==> config.mk <==
export PLATFORM = sky130hd
export DESIGN_NAME = dbg_cmd_bridge
export DESIGN_NICKNAME = d
export VERILOG_FILES = /design/src/rtl/dbg_bridge_pkg.sv /design/src/rtl/dbg_cmd_bridge.sv
export SDC_FILE = /design/constraint.sdc
export NUM_CORES = 1
export LEC_CHECK = 0
export BUFFER_PORTS_ARGS = -buffer_cell sky130_fd_sc_hd__buf_2
export CAP_MARGIN = 20
export CORE_ASPECT_RATIO = 0.5
export CORE_MARGIN = 2
export CORE_UTILIZATION = 49
export CTS_BUF_LIST = sky130_fd_sc_hd__clkbuf_4
export DETAILED_ROUTE_END_ITERATION = 8
export GPL_TIMING_DRIVEN = 0
export PLACE_DENSITY = 0.71
export SYNTH_ARGS = -nofsm -noshare
export SYNTH_HDL_FRONTEND = slang
export SYNTH_SLANG_ARGS = --single-unit
==> constraint.sdc <==
create_clock -name clk -period 4.9 [get_ports clk]
set_input_delay 0.49 -clock clk [delete_from_list [all_inputs] [get_ports clk]]
set_output_delay 0.49 -clock clk [all_outputs]
set_load 0.03 [all_outputs]
==> src/rtl/dbg_bridge_pkg.sv <==
// Shared opcodes, response codes and FSM state encoding for the debug command bridge.
package dbg_bridge_pkg;

  localparam logic [7:0] OP_PGM  = 8'h50;
  localparam logic [7:0] OP_CLR  = 8'h52;
  localparam logic [7:0] OP_CMD  = 8'h43;
  localparam logic [7:0] RSP_ACK = 8'h06;
  localparam logic [7:0] RSP_NAK = 8'h15;

  typedef enum logic [3:0] {
    IDLE,
    PGM_AH,
    PGM_AL,
    PGM_LEN,
    PGM_DATA,
    PGM_WR,
    CLR,
    CMD_ARG,
    CMD_ISSUE,
    CMD_WAIT,
    RESP
  } state_e;

endpackage

==> src/rtl/dbg_cmd_bridge.sv <==
// Byte-stream host bridge: code ROM programming/clear and harness command issue.
// Optional CMD_WAIT timeout is enabled with `define DBG_BRIDGE_TIMEOUT_EN.
module dbg_cmd_bridge
  import dbg_bridge_pkg::*;
#(
  parameter int unsigned TIMEOUT_CYCLES = 1024
) (
  input  logic        clk,
  input  logic        reset,
  input  logic [7:0]  rx_data,
  input  logic        rx_valid,
  output logic        rx_ready,
  output logic [7:0]  tx_data,
  output logic        tx_valid,
  input  logic        tx_ready,
  output logic [3:0]  debug_cmd,
  input  logic        command_complete,
  output logic        program_rom_mode,
  output logic [11:0] code_rom_addr,
  output logic [7:0]  code_rom_data,
  output logic        reset_code_rom_n,
  output logic        busy
);

  state_e      state_q, state_d;
  logic [11:0] addr_q, addr_d;
  logic [8:0]  cnt_q, cnt_d;
  logic [3:0]  arg_q, arg_d;
  logic        rx_ready_q, rx_ready_d;
  logic [7:0]  tx_data_q, tx_data_d;
  logic        tx_valid_q, tx_valid_d;
  logic [3:0]  debug_cmd_q, debug_cmd_d;
  logic        prog_q, prog_d;
  logic [11:0] rom_addr_q, rom_addr_d;
  logic [7:0]  rom_data_q, rom_data_d;
  logic        clr_n_q, clr_n_d;
  logic        busy_q, busy_d;
  logic        rx_fire;

`ifdef DBG_BRIDGE_TIMEOUT_EN
  localparam logic [15:0] WAIT_LAST = 16'(TIMEOUT_CYCLES - 1);
  logic [15:0] wait_q, wait_d;
`else
  logic unused_timeout_cfg;
  assign unused_timeout_cfg = (TIMEOUT_CYCLES == 0);
`endif

  always_comb begin
    state_d    = state_q;
    addr_d     = addr_q;
    cnt_d      = cnt_q;
    arg_d      = arg_q;
    tx_data_d  = tx_data_q;
    rom_addr_d = rom_addr_q;
    rom_data_d = rom_data_q;
`ifdef DBG_BRIDGE_TIMEOUT_EN
    wait_d     = '0;
`endif
    rx_fire    = rx_ready_q & rx_valid;

    case (state_q)
      IDLE: if (rx_fire) begin
        case (rx_data)
          OP_PGM:  state_d = PGM_AH;
          OP_CLR:  state_d = CLR;
          OP_CMD:  state_d = CMD_ARG;
          default: begin state_d = RESP; tx_data_d = RSP_NAK; end
        endcase
      end
      PGM_AH: if (rx_fire) begin
        addr_d[11:8] = rx_data[3:0];
        state_d      = PGM_AL;
      end
      PGM_AL: if (rx_fire) begin
        addr_d[7:0] = rx_data;
        state_d     = PGM_LEN;
      end
      PGM_LEN: if (rx_fire) begin
        cnt_d   = (rx_data == 8'h00) ? 9'd256 : {1'b0, rx_data};
        state_d = PGM_DATA;
      end
      PGM_DATA: if (rx_fire) begin
        rom_addr_d = addr_q;
        rom_data_d = rx_data;
        state_d    = PGM_WR;
      end
      PGM_WR: begin
        // 12-bit address rolls 0xFFF -> 0x000 naturally.
        addr_d = addr_q + 12'd1;
        cnt_d  = cnt_q - 9'd1;
        if (cnt_q == 9'd1) begin
          state_d   = RESP;
          tx_data_d = RSP_ACK;
        end else begin
          state_d = PGM_DATA;
        end
      end
      CLR: begin
        state_d   = RESP;
        tx_data_d = RSP_ACK;
      end
      CMD_ARG: if (rx_fire) begin
        if (rx_data == 8'h00) begin
          state_d   = RESP;
          tx_data_d = RSP_ACK;
        end else if (rx_data <= 8'h0F) begin
          arg_d   = rx_data[3:0];
          state_d = CMD_ISSUE;
        end else begin
          state_d   = RESP;
          tx_data_d = RSP_NAK;
        end
      end
      CMD_ISSUE: state_d = CMD_WAIT;
      CMD_WAIT: begin
        if (command_complete) begin
          state_d   = RESP;
          tx_data_d = RSP_ACK;
        end
`ifdef DBG_BRIDGE_TIMEOUT_EN
        else if (wait_q == WAIT_LAST) begin
          state_d   = RESP;
          tx_data_d = RSP_NAK;
        end else begin
          wait_d = wait_q + 16'd1;
        end
`endif
      end
      RESP: if (tx_ready) state_d = IDLE;
      default: state_d = IDLE;
    endcase

    // Outputs are decoded from the next state so they register alongside it.
    rx_ready_d  = (state_d == IDLE) || (state_d == PGM_AH) || (state_d == PGM_AL) ||
                  (state_d == PGM_LEN) || (state_d == PGM_DATA) || (state_d == CMD_ARG);
    tx_valid_d  = (state_d == RESP);
    debug_cmd_d = (state_d == CMD_ISSUE) ? arg_d : 4'd0;
    prog_d      = (state_d == PGM_WR);
    clr_n_d     = (state_d != CLR);
    busy_d      = (state_d != IDLE);
  end

  always_ff @(posedge clk) begin
    if (reset) begin
      state_q     <= IDLE;
      addr_q      <= '0;
      cnt_q       <= '0;
      arg_q       <= '0;
      rx_ready_q  <= 1'b1;
      tx_data_q   <= '0;
      tx_valid_q  <= 1'b0;
      debug_cmd_q <= '0;
      prog_q      <= 1'b0;
      rom_addr_q  <= '0;
      rom_data_q  <= '0;
      clr_n_q     <= 1'b1;
      busy_q      <= 1'b0;
`ifdef DBG_BRIDGE_TIMEOUT_EN
      wait_q      <= '0;
`endif
    end else begin
      state_q     <= state_d;
      addr_q      <= addr_d;
      cnt_q       <= cnt_d;
      arg_q       <= arg_d;
      rx_ready_q  <= rx_ready_d;
      tx_data_q   <= tx_data_d;
      tx_valid_q  <= tx_valid_d;
      debug_cmd_q <= debug_cmd_d;
      prog_q      <= prog_d;
      rom_addr_q  <= rom_addr_d;
      rom_data_q  <= rom_data_d;
      clr_n_q     <= clr_n_d;
      busy_q      <= busy_d;
`ifdef DBG_BRIDGE_TIMEOUT_EN
      wait_q      <= wait_d;
`endif
    end
  end

  assign rx_ready         = rx_ready_q;
  assign tx_data          = tx_data_q;
  assign tx_valid         = tx_valid_q;
  assign debug_cmd        = debug_cmd_q;
  assign program_rom_mode = prog_q;
  assign code_rom_addr    = rom_addr_q;
  assign code_rom_data    = rom_data_q;
  assign reset_code_rom_n = clr_n_q;
  assign busy             = busy_q;

endmodule
# After elaboration in Yosys (flattened, before gate mapping)
# Cells that the tools add are included.
# totals
regBits	66
latchBits	0
ramBits	0
mem_bits_ro	0
input_bits	13
output_inout_bits	37
elab_cells	103
n_memories	0
# classes
addsub	2
multipliers	0
div_mod_pow	0
magnitude_cmp	1
eq_ne	32
shift	0
n_mux	32
bitwise	2
reduce_logical	20
# op_table
cell	count
$mux W8	8
$mux W4	14
$pmux W4 S11	1
$pmux W8 S5	1
$eq A4 B3 Y1 const B	7
$eq A8 B7 Y1 const B	3
$eq A4 B4 Y1 const B	5
$mux W9	2
$pmux W9 S2	1
$eq A4 B2 Y1 const B	4
$ne A2 B2 Y1 const B	8
$pmux W8 S2	1
$add A12 B1 Y12 const B	1
$pmux W4 S3	1
$eq A9 B1 Y1 const B	1
$sub A9 B1 Y9 const B	1
$eq A4 B1 Y1 const B	2
$le A8 B4 Y1 const B	1
$logic_not A4 Y1	2
$logic_not A8 Y1	1
$pmux W4 S2	1
$reduce_and A2 Y1	4
$reduce_and A7 Y1	1
$reduce_bool A2 Y1	3
10 further kinds	15

# Depth between registers and ports, before layout
# Gate-level depths: netlist of the first run.
# logic_depth
ltp_word	11
mapped_depth	9
mapped_depth_nobuf	7

# Worst setup path before layout of the first run
# Ideal clock, no wire load.
# synth_path
kind	input-to-reg
start	input rx_data[2]
end	register tx_data_q[0], in the netlist tx_data[0]
setup_ns	0.062
arrival_time_ns	2.134
required_time_ns	4.838
setup_slack_ns	2.703
path_stages	7
path_buffers	1
cell_sequence	buf_2 -> or4_4 -> a21oi_2 -> o32ai_2 -> a2111oi_4 -> mux2i_1 -> nor2b_4
# synth_via
elab_chain_len	4
elab_cells_between_ends	12
classes_between	order compare (1); eq/ne (5); mux (3); reduce/logical (3)
# synth_rtl
element	line	text
from (decl)	dbg_cmd_bridge.sv:10	input logic [7:0] rx_data,
parallel branches: the longest is 4 deep, another holds $le A8 B4 Y1	n/a	
to (signal assigned)	dbg_cmd_bridge.sv:167	tx_data_q <= tx_data_d;
to (decl)	dbg_cmd_bridge.sv:30	logic [7:0] tx_data_q, tx_data_d;
# Parallel ways; which one is timed is not known. The select of a mux whose other input is x is not followed.
# A chain may end at the register's enable or synchronous reset.

# Worst setup path after layout of the first run
# layout_path
start	register state_q[3]
end	register rx_ready_q, in the netlist rx_ready
# layout_via
elab_chain_len	8
elab_cells_between_ends	31
classes_between	eq/ne (15); mux (9); reduce/logical (7)
# layout_rtl
element	line	text
from (decl)	dbg_cmd_bridge.sv:25	state_e state_q, state_d;
from (signal assigned)	dbg_cmd_bridge.sv:162	state_q <= state_d;
$eq A4 B4 Y1 (tied with other cells)	dbg_cmd_bridge.sv:61	case (state_q)
$pmux W4 S11 *	dbg_cmd_bridge.sv:61	
$eq A4 B1 Y1 or $logic_not A4 Y1 (tied branches)	dbg_cmd_bridge.sv:134	rx_ready_d = (state_d == IDLE) || (state_d == PGM_AH) || (state_d == PGM_AL) ||
$logic_or A1 B1 Y1 (3 in a row)	dbg_cmd_bridge.sv:134	
$logic_or A1 B1 Y1	dbg_cmd_bridge.sv:135	(state_d == PGM_LEN) || (state_d == PGM_DATA) || (state_d == CMD_ARG);
$logic_or A1 B1 Y1 *	dbg_cmd_bridge.sv:135	
to (signal assigned)	dbg_cmd_bridge.sv:166	rx_ready_q <= rx_ready_d;
to (decl)	dbg_cmd_bridge.sv:29	logic rx_ready_q, rx_ready_d;
# Mark *: on every way between the ends. The rest lies on a longest branch, timed or not.

==> results of run 1 <==
-- area by class of cell --
class	instances	area, µm²
clock inverter	5	76.3
timing repair buffer	40	200
fill	607	2520
multi-input combinational	299	1650
tap	88	110
buffer	31	163
sequential	61	1220
inverter	6	22.5
clock buffer	10	75.1
-- per-stage QoR --
stage / cells / util, % / power [mW]
finish: 540 / 58.3 / 1.54
global placement: 525 / 55.8 / 1.15
detailed placement: 525 / 55.8 / 1.15
floorplan: 397 / - / 1.02
CTS: 540 / 58.3 / 1.54
global route: 540 / 58.3 / 1.62
-- metal layers --
| layer | part of all wire, % | up-vias |
|---|---|---|
| met4 | 1.6 | 0 |
| met3 | 7.3 | 16 |
| met2 | 44 | 143 |
| met1 | 47 | 1404 |
| met5 | 0 | - |
| li1 | - | 1489 |
-- worst max path at each step --
stage	startpoint	to	slack, ns
6_report	state_q[3]	rx_ready	2.46
5_1_grt	state_q[3]	debug_cmd[1]	2.34
4_1_cts	state_q[3]	debug_cmd[0]	2.53
3_5_place_dp	rx_data[3]	debug_cmd[0]	2.33
3_3_place_gp	rx_valid	debug_cmd[0]	2.40
2_1_floorplan	rx_data[2]	tx_data[0]	2.70
-- logic make-up (layout without fill, tap and decap cells) --
family,after synthesis,in the layout,share of synthesized area [%]
flip-flops,61,61,40.1
AND/OR/NAND/NOR,189,189,30.0
other,1,4,0.123
buffers and inverters,37,92,6.09
adder cells (fa/ha/maj),3,3,1.23
multiplexers,7,7,2.34
XOR/XNOR,3,3,0.864
AO/OA/AOI/OAI,93,93,19.2
-- critical path: stages (launching register included) --
cell and delay (ns):
dfxtp_1 0.31, buf_2 0.17, nand2b_1 0.15, buf_2 0.17, nor2_1 0.60, a22oi_1 0.30, and4_1 0.26, buf_6 0.14
xor2_1 0.13, o22ai_1 0.15
-- state kept, by name (all words and copies together) (netlist names) --
| name | cells |
|---|---|
| rx_ready | 1 |
| code_rom_addr | 12 |
| tx_data | 3 |
| cnt_q | 9 |
| reset_code_rom_n | 1 |
| busy | 1 |
| program_rom_mode | 1 |
| arg_q | 4 |
| code_rom_data | 8 |
| addr_q | 12 |
| debug_cmd | 4 |
| tx_valid | 1 |
| state_q | 4 |
-- placed cells by master (no fill, tap or decap), types with 3 or more instances in the layout --
cell type,Yosys,layout
nand2_1,62,62
dfxtp_1,61,61
nor2_1,55,55
buf_2,7,47
a21oi_1,44,44
clkbuf_1,16,16
nand3_1,15,15
o21ai_0,15,15
nor4_1,11,11
clkbuf_4,0,10
nor3_1,8,8
and3_1,8,8
inv_1,6,6
buf_4,6,6
nand4_1,6,6
a211oi_1,6,6
mux2i_1,6,6
o22ai_1,4,4
conb_1,1,4
nor2b_1,3,3
a311oi_1,3,3
o21bai_1,3,3
nand2b_1,3,3
and4_1,3,3
a31oi_1,3,3
xor2_1,3,3
a221oi_1,3,3
ha_1,3,3
-- power by group --
part	total [mW]	switching [mW]	internal [mW]
Clock	0.389	0.182	0.207
Combinational	0.563	0.355	0.208
Sequential	0.591	0.0443	0.546
Total	1.54	0.581	0.962
==> summary.md, run 1 <==
| Metric | Value |
|---|---|
| Max-Cap Viols | `0` |
| Post-route DRC | `0` |
| Status | `completed` |
| Worst Hold Depth | `3` |
| Final instance area | `3510 µm²` |
| CP required | `5.25 ns` |
| Met1 GRT Util | `37.0%` |
| List of most frequent post-synthesis cells | `62 x nand2_1, 61 x dfxtp_1, 55 x nor2_1, 44 x a21oi_1, 16 x clkbuf_1` |
| GR Overflow Total | `0` |
| Max VDD drop | `0.326 mV` |
| Root buf cell | `clkbuf_4` |
| Min Hold Slack | `0.354 ns` |
| Vias in the first global route | `2,793` |
| Avg Vias per Cell | `5.65` |
| Placeable core area | `6030 µm²` |
| Final-report max-slew violation count | `0` |
| Reg2reg start | `state_q[3]` |
| Worst reg2reg path depth | `9` |
| H-tree Lvls | `3` |
| Final setup margin | `2.46 ns` |
| IO Pins | `50` |
| Clock Path Buffers | `2` |
| Placed Instance Area | `3360 µm²` |
| P&R area growth vs syn | `15.5%` |
| Sink Count | `61` |
| Syn_area_per_cell | `7.72 µm²` |
| Count leader, synth | `nand2_1` |
| Max Freq | `409 MHz` |
| Worst skew pair latency | `0.42 ns` |
| Critical Path AT | `2.79 ns` |
| Hold crit path type | `in2reg` |
| Post-Syn Area | `3040 µm²` |
| M3 GR Usage | `6.39%` |
| Reg-to-Reg End | `rx_ready` |
| Synth Instances | `394` |
| WL final | `8700 µm` |
| Share of the synthesized area in the top cell type | `40.1%` |
| R2R Setup Slk | `2.46 ns` |
| Setup tns final | `0 ns` |
| Worst-Margin Slew | `0.835 ns` |
| Leakage | `1.38 nW` |
| Number of CTS-inserted buffers | `9` |
| RSZ-0062 raised after global routing | `no` |
| Slew HR | `43.9%` |
| Ranking of synthesized cells by area | `dfxtp_1 40%, nand2_1 7.7%, a21oi_1 7.2%` |
| Top FF cell, synth | `dfxtp_1` |
| Drt first pass iters | `5` |
| Synth Warn # | `0` |
| Starting density of the core | `50.4%` |
| Row cnt | `20` |
| Post-synth EDFFs | `0` |
| Initial antenna violation count | `0` |
| Final setup violation count | `0` |
| Global-route wire length before repair | `13,700 µm` |
| Layout cell share with drive strength beyond 1 | `17.7%` |
| Yosys top cell by area | `dfxtp_1` |
| Register area share after synthesis | `40.1%` |
| Via count | `3,052` |
| Number of port buffers | `40` |
| Initial DRC Count | `270` |
| HPWL after DPL | `6260 µm` |
| Post-synthesis cell type count | `50` |
| Antenna fix cells | `0` |
| Hold EP | `code_rom_data[1]` |
| Met2 usage | `39.6%` |
| Pwr Density | `439 nW/µm²` |
| Worst Setup End Kind | `flip-flop` |
| Min-Delay Startpoint | `rx_data[1]` |
| Post-DR wirelength/cell | `16.1 µm` |
| Layout Skew | `0.00859 ns` |
| Number of synthesized register bits | `61` |
| Chip Height | `59.7 µm` |
| Clk slew on worst S/H paths | `0.10 ns` |
| Nets | `464` |
| WS Path Type | `reg2reg` |
| Final ANT Viol Nets | `0` |
| Post-CTS Setup Inserts | `0` |
| Chip width | `115 µm` |
| Die area | `6890 µm²` |
| Busiest grt layer | `met2` |
| Final period util | `49.8%` |
| Setup WS pre-CTS | `2.33 ns` |
| Largest net degree at the start of global routing | `11` |
| Hold Fails Final Rpt | `0` |
| Largest fanout on the critical path | `10` |
| CTS tree | `done` |
| Hold_buf cts | `0` |
| CP Launch Type | `flip-flop` |
| Period minus WS final | `2.44 ns` |
| Routability cong. | `0.886` |
| Cts repair resizes | `0` |
| Global-route usage over all layers | `26.6%` |
| Asr flop ratio synth | `0%` |
Power figures use the tool's default switching activity.
==> inputs of run 2 (changes only) <==
Clock period 4.9 ns to 2.5 ns, I/O delays scaled along.
==> run 2 against run 1 <==
- first-iteration DRC count down 1.9%
- critical path depth unchanged
- die area unchanged
- worst hold slack worse by 0.23 ns
- largest power group unchanged
==> summary.md, run 2 (synthesized netlist as in run 1, its figures left out) <==
| Metric | Value |
|---|---|
| Number of port buffers | `40` |
| Antenna fix cells | `0` |
| Die area | `6890 µm²` |
| Number of CTS-inserted buffers | `9` |
| Largest fanout on the critical path | `10` |
| Clock Path Buffers | `2` |
| WS Path Type | `reg2reg` |
| Layout fillers | `607` |
| CTS tree | `done` |
| Sink Count | `61` |
| Min-Delay Startpoint | `rx_data[1]` |
| IO Pins | `50` |
| Final-report max-slew violation count | `0` |
| Setup tns final | `0 ns` |
| Vias in the first global route | `2,793` |
| Global-route wire length before repair | `13,700 µm` |
| Largest net degree at the start of global routing | `11` |
| Total power | `3.03 mW` |
| Crit-path slowest cell | `a22oi_1` |
| Root buf cell | `clkbuf_4` |
| Most used cell, CP | `buf_2` |
| Critical path, cell by cell | `buf_2, nand2b_1, buf_2, nor2_2, a22oi_1, and4_1, buf_6, a21oi_1, or3_1` |
| FF+latch area | `1220 µm²` |
| Global-route usage over all layers | `26.6%` |
| Worst reg2reg path depth | `9` |
| Placeable core area | `6030 µm²` |
| Hold_buf cts | `0` |
| Slew HR | `46.7%` |
| Max Freq | `446 MHz` |
| Post-DR wirelength/cell | `15.9 µm` |
| Final period util | `89.6%` |
| Post-route DRC | `0` |
| Hold crit path type | `in2reg` |
| Hold Fails Final Rpt | `0` |
| Final setup violation count | `0` |
| Avg Vias per Cell | `5.74` |
| Via count | `3,101` |
| Worst Hold Depth | `3` |
| Drt first pass iters | `6` |
| Commonest non-fill, non-tap cells in the layout | `62 x nand2_1, 61 x dfxtp_1, 54 x nor2_1` |
| Worst Path Buf+Inv | `3` |
| Reg2reg start | `state_q[3]` |
| GR Overflow Total | `0` |
| Period minus WS final | `2.24 ns` |
| Critical Path AT | `2.54 ns` |
| Layout Skew | `0.00778 ns` |
| Initial DRC Count | `265` |
| R2R Setup Slk | `0.26 ns` |
| Chip Height | `59.7 µm` |
| CP top delay family | `simple AND/OR/NAND/NOR gates` |
| HPWL after DPL | `6260 µm` |
| CP required | `2.80 ns` |
| RSZ-0062 raised after global routing | `no` |
| Reg-to-Reg End | `busy` |
| Min Hold Slack | `0.123 ns` |
| Chip width | `115 µm` |
| Pwr Density | `859 nW/µm²` |
| CP Launch Type | `flip-flop` |
| Multi-input gate area | `1660 µm²` |
| Final setup margin | `0.260 ns` |
| Worst Setup End Kind | `flip-flop` |
| Nets | `464` |
| Setup WS pre-CTS | `0.170 ns` |
| Worst skew pair latency | `0.41 ns` |
| Clk slew on worst S/H paths | `0.09 ns` |
| Final ANT Viol Nets | `0` |
| Worst-Margin Slew | `0.792 ns` |
| Commonest non-fill, non-tap cell in the layout | `nand2_1` |
| Routability cong. | `0.886` |
| Initial antenna violation count | `0` |
| Leakage | `1.38 nW` |
| Max-Cap Viols | `0` |
| CP max stage delay | `0.35 ns` |
| H-tree Lvls | `3` |
| WL final | `8600 µm` |
| Layout cell share with drive strength beyond 1 | `18.4%` |
| Max VDD drop | `0.643 mV` |
| Status | `completed` |
| Hold EP | `code_rom_data[1]` |
| P&R area growth vs syn | `15.9%` |
| Starting density of the core | `50.4%` |
| Row cnt | `20` |
run 2: per-stage QoR:
step	cell area [µm²]	utilization, %	instances
floorplan	3050	-	397
global placement	3360	55.8	525
detailed placement	3360	55.8	525
CTS	3510	58.3	540
global route	3520	58.4	540
finish	3520	58.4	540
run 2: cell type report:
| class | count | share of cell area, % |
|---|---|---|
| Buffer | 31 | 4.61 |
| Clock buffer | 10 | 2.13 |
| Clock inverter | 5 | 2.17 |
| Inverter | 6 | 0.639 |
| Multi-Input combinational cell | 299 | 47.0 |
| Sequential cell | 61 | 34.6 |
| Tap cell | 88 | 3.12 |
| Timing Repair Buffer | 40 | 5.68 |
run 2: worst min-delay path, delay by kind of cell:
kind                   cells  cell delay (ns)
AOI/OAI and AO/OA          1             0.05
buffers and inverters      1             0.12
and+or+nand+nor            1             0.07
run 2: how the worst max path moves through the flow:
stage	start	to	slack [ns]	depth (start not counted)
after CTS	state_q[3]	debug_cmd[0]	0.13	8
after global routing	state_q[0]	cnt_q[8]	0.06	7
after detailed placement	rx_data[3]	debug_cmd[0]	0.17	7
after global placement	state_q[3]	debug_cmd[0]	0.19	9
after floorplan	rx_ready	busy	0.48	7
final	state_q[3]	busy	0.26	9
run 2: power breakdown:
group,switching (mW),total (mW),internal (mW)
clock network,0.355,0.761,0.406
registers,0.0866,1.16,1.07
logic,0.699,1.11,0.412
total,1.14,3.03,1.89
run 2: per-layer routing:
metal	vias to the layer above	GRT usage (%)	part of all wire [%]
li1	1493	-	-
met1	1450	37.0	48
met3	18	6.39	7.0
met2	140	39.6	43
met4	0	12.2	1.9
met5	-	0	0
run 2: what timing repair did:
item                       CTS  global route
buffers inserted             0             0
resized for setup            0             3
setup endpoints to repair    0             5
